--- config.mk ---
export PLATFORM = sky130hd
export DESIGN_NAME = tt_check_misr
export DESIGN_NICKNAME = d
export VERILOG_FILES = /design/src/rtl/tt_check_pkg.sv /design/src/rtl/tt_check_misr.sv
export SDC_FILE = /design/constraint.sdc
export NUM_CORES = 1
export LEC_CHECK = 0
export ABC_CLOCK_PERIOD_IN_PS = 2000
export CORE_UTILIZATION = 46
export CTS_CLUSTER_SIZE = 12
export DETAILED_ROUTE_END_ITERATION = 8
export PLACE_DENSITY = 0.78
export SLEW_MARGIN = 20
export SYNTH_ARGS = -nofsm -noshare
export SYNTH_HDL_FRONTEND = slang
export SYNTH_SLANG_ARGS = --single-unit
export TNS_END_PERCENT = 1
--- constraint.sdc ---
create_clock -name clk -period 2 [get_ports clk]
set_input_delay 0.2 -clock clk [delete_from_list [all_inputs] [get_ports clk]]
set_output_delay 0.2 -clock clk [all_outputs]
set_load 0.05 [all_outputs]
--- src/rtl/tt_check_pkg.sv ---
// Shared types and constants for the truth-table response checker.
package tt_check_pkg;

    typedef enum logic [1:0] {
        IDLE,
        SETTLE,
        SAMPLE,
        DONE
    } state_t;

    localparam logic [15:0] MISR_POLY = 16'h1021;
    localparam logic [15:0] MISR_SEED = 16'hFFFF;

    // Width of a down-counter that must hold values 0..n.
    function automatic int cnt_width(input int n);
        return (n < 2) ? 1 : $clog2(n + 1);
    endfunction

endpackage

--- src/rtl/tt_check_misr.sv ---
// 16-bit single-input MISR (x^16+x^12+x^5+1), MSB-first feedback, reseeded by init.
module tt_check_misr
    import tt_check_pkg::*;
(
    input  logic        clk,
    input  logic        reset,
    input  logic        init,
    input  logic        shift_en,
    input  logic        din,
    output logic [15:0] sig
);

    logic fb;
    assign fb = sig[15] ^ din;

    always_ff @(posedge clk) begin
        if (reset) begin
            sig <= '0;
        end else if (init) begin
            sig <= MISR_SEED;
        end else if (shift_en) begin
            sig <= {sig[14:0], 1'b0} ^ (fb ? MISR_POLY : 16'h0000);
        end
    end

endmodule

==> results.ini <==
[die]
ioPinCount = 21
core_sq_mm = 0.001301
dieHeight_um = 39.32
rows = 13
die_x_um = 39.32
die_area_sq_mm = 0.001546
start_util = 0.4923

[finish]
areaGrowthSynthToFinish_pct = 35.94
multi_input_area_sq_um = 280.3
drive_above_1_share = 0.07143
reg.largest.list = sig (16)
antenna_cells = 0
fillers = 119
seqCellArea_sq_um = 320.3
largest_reg_flops = 16
largest_register = sig
final_util = 0.6692
finalNetCount = 90

[synth]
yosysTopAreaCell = dfxtp_1
synth_area_leaders = dfxtp_1 50%, mux2i_1 20%, a21oi_1 10%
synth_cell_types = 16
ys_seq_area_frac = 0.5000
postSynthAreaPerCell_sq_um = 10.01
synth_flop_cell = dfxtp_1
yosysMostFrequentCell = dfxtp_1
yosysWarnings = 0
syn_nets = 69
ys_ff_latch = 16
async_flop_share = 0
synth.top_cells.by_count = 16 x dfxtp_1, 13 x a21oi_1, 13 x mux2i_1, 4 x nor2_1, 3 x nor3_1
postSynthCellCount = 64
synthDominantCellAreaShare = 0.5000
netlist_area_sq_um = 640.6
synth_edf_count = 0

[drt]
routed_wl_um = 1241
wl_per_cell_um = 12.54
drt_first_pass_iters = 4
drtIter0Drc = 5
routed_via_density = 5.505
drc = 0
ant_nets = 0
vias = 545

[grt]
grt_pass1_wl_um = 1766
grtUsageTotal = 0.1758
grt_pass1_vias = 388
antenna_found_initial = 0
overflow = 0
grt_max_degree = 21

[cts]
cts_hold_buf = 0
numCtsBuffers = 3
clkSinkCount = 16
clk_path_buf_depth = 2
root_buffer = clkbuf_4
cts_tree = done
ctsResizeCount = 0
cts_setup_buffers = 0
worst_skew_pair.late_latency_ps = 280
path_clk_slew_ps = 90
htreeDepth = 1

[critical_path]
cp_top_family = buffers and inverters
cp.required_ps = 1800
cp-start-kind = flip-flop
critPathBufInv = 1
crit_type = flip-flop to output port
cpMaxStageDelayCell = clkdlybuf4s50_1
critPathMaxStageDelay_ps = 840
reg2reg_slack_ps = 910
crit_chain = clkdlybuf4s50_1
crit_path_max_fanout = 4
setup.worst_path.end_class = output port
cp.arrival_ps = 1520

[sta]
slew_violations = 0
maxSlewHeadroom = 0.6348
fin_ws_ps = 283.9
timing.final.crit_share = 0.8580
period_minus_slack_ps = 1716
worst_pin_slew_ps = 546.1
rsz0062_at_grt = false
fmax_mhz = 582.7
hold_violations = 0
whs_ps = 560.8
finalClockSkew_ps = 2.159
tns_ps = 0
setup_violations = 0

[place]
port_buffers = 20
place_congestion = 0.6661
dp_hpwl_um = 817.7
dp_slack_ps = 416.5

[pwr]
p_per_area_mw_per_mm2 = 911.3
ir_drop_v = 0.0005421
leakagePower_uw = 0.0003648
p_total_uw = 793.6

[hold_path]
hold_path_class = flip-flop to flip-flop

[status]
status = completed

[flow_run]
cap_violations = 0

kinds of logic (layout without fill, tap and decap cells):
kind of cell	after synthesis	count (layout)	share of synthesized area
buffers and inverters	7	27	0.06249
muxes	13	13	0.2031
xor gates and xnor gates	1	1	0.01367
AOI/OAI and AO/OA	16	16	0.1465
DFF	16	16	0.5000
and+or+nand+nor	11	11	0.07421
per-stage QoR:
step                cell area (sq um)  cells
global route                    870.8     99
finish                          870.8     99
floorplan                       640.6     64
CTS                             870.8     99
global placement                834.6     95
detailed placement              834.6     95
final cells by class:
class                   instances  share of cell area
inverters                       2            0.008621
repair buffers                 21              0.2385
well taps                      15             0.02155
clock buffers                   4             0.04167
flip-flops and latches         16              0.3678
multi-input cells              41              0.3218
layer usage:
metal,share of wire,wire [um],global-route usage,vias up
met5,0,0,0,-
met4,0.0097,12,0.1034,0
met3,0.050,62,0.05114,2
met2,0.45,556,0.2250,11
met1,0.49,609,0.2535,260
li1,-,-,-,272
path summary, 6_finish.rpt:
| kind | to | cells after the start | from |
|---|---|---|---|
| worst max-delay path | sig[4] | 1 | sig[4] |
| worst min-delay path | sig[3] | 2 | sig[3] |
| worst max register to register | sig[12] | 3 | sig[15] |
| worst min register to register | sig[3] | 2 | sig[3] |
report_power, final:
part | leakage [uW] | switching, uW | internal, uW
clock network | 0.0000210 | 98.8 | 111
registers | 0.000134 | 21.2 | 345
logic | 0.000210 | 139 | 78.3
total | 0.000365 | 259 | 534
layout by cell type (no fill, tap or decap):
cell type	synthesis	final
clkdlybuf4s50_1	0	20
dfxtp_1	16	16
mux2i_1	13	13
a21oi_1	13	13
nor2_1	4	4
nor3_1	3	3
clkbuf_4	0	3
nand2_1	2	2
nand3_1	2	2
o311a_1	2	2
inv_1	1	1
inv_2	1	1
xnor2_1	1	1
a311oi_1	1	1
clkbuf_8	0	1
buf_4	1	1
(Power assumes the default switching activity.)
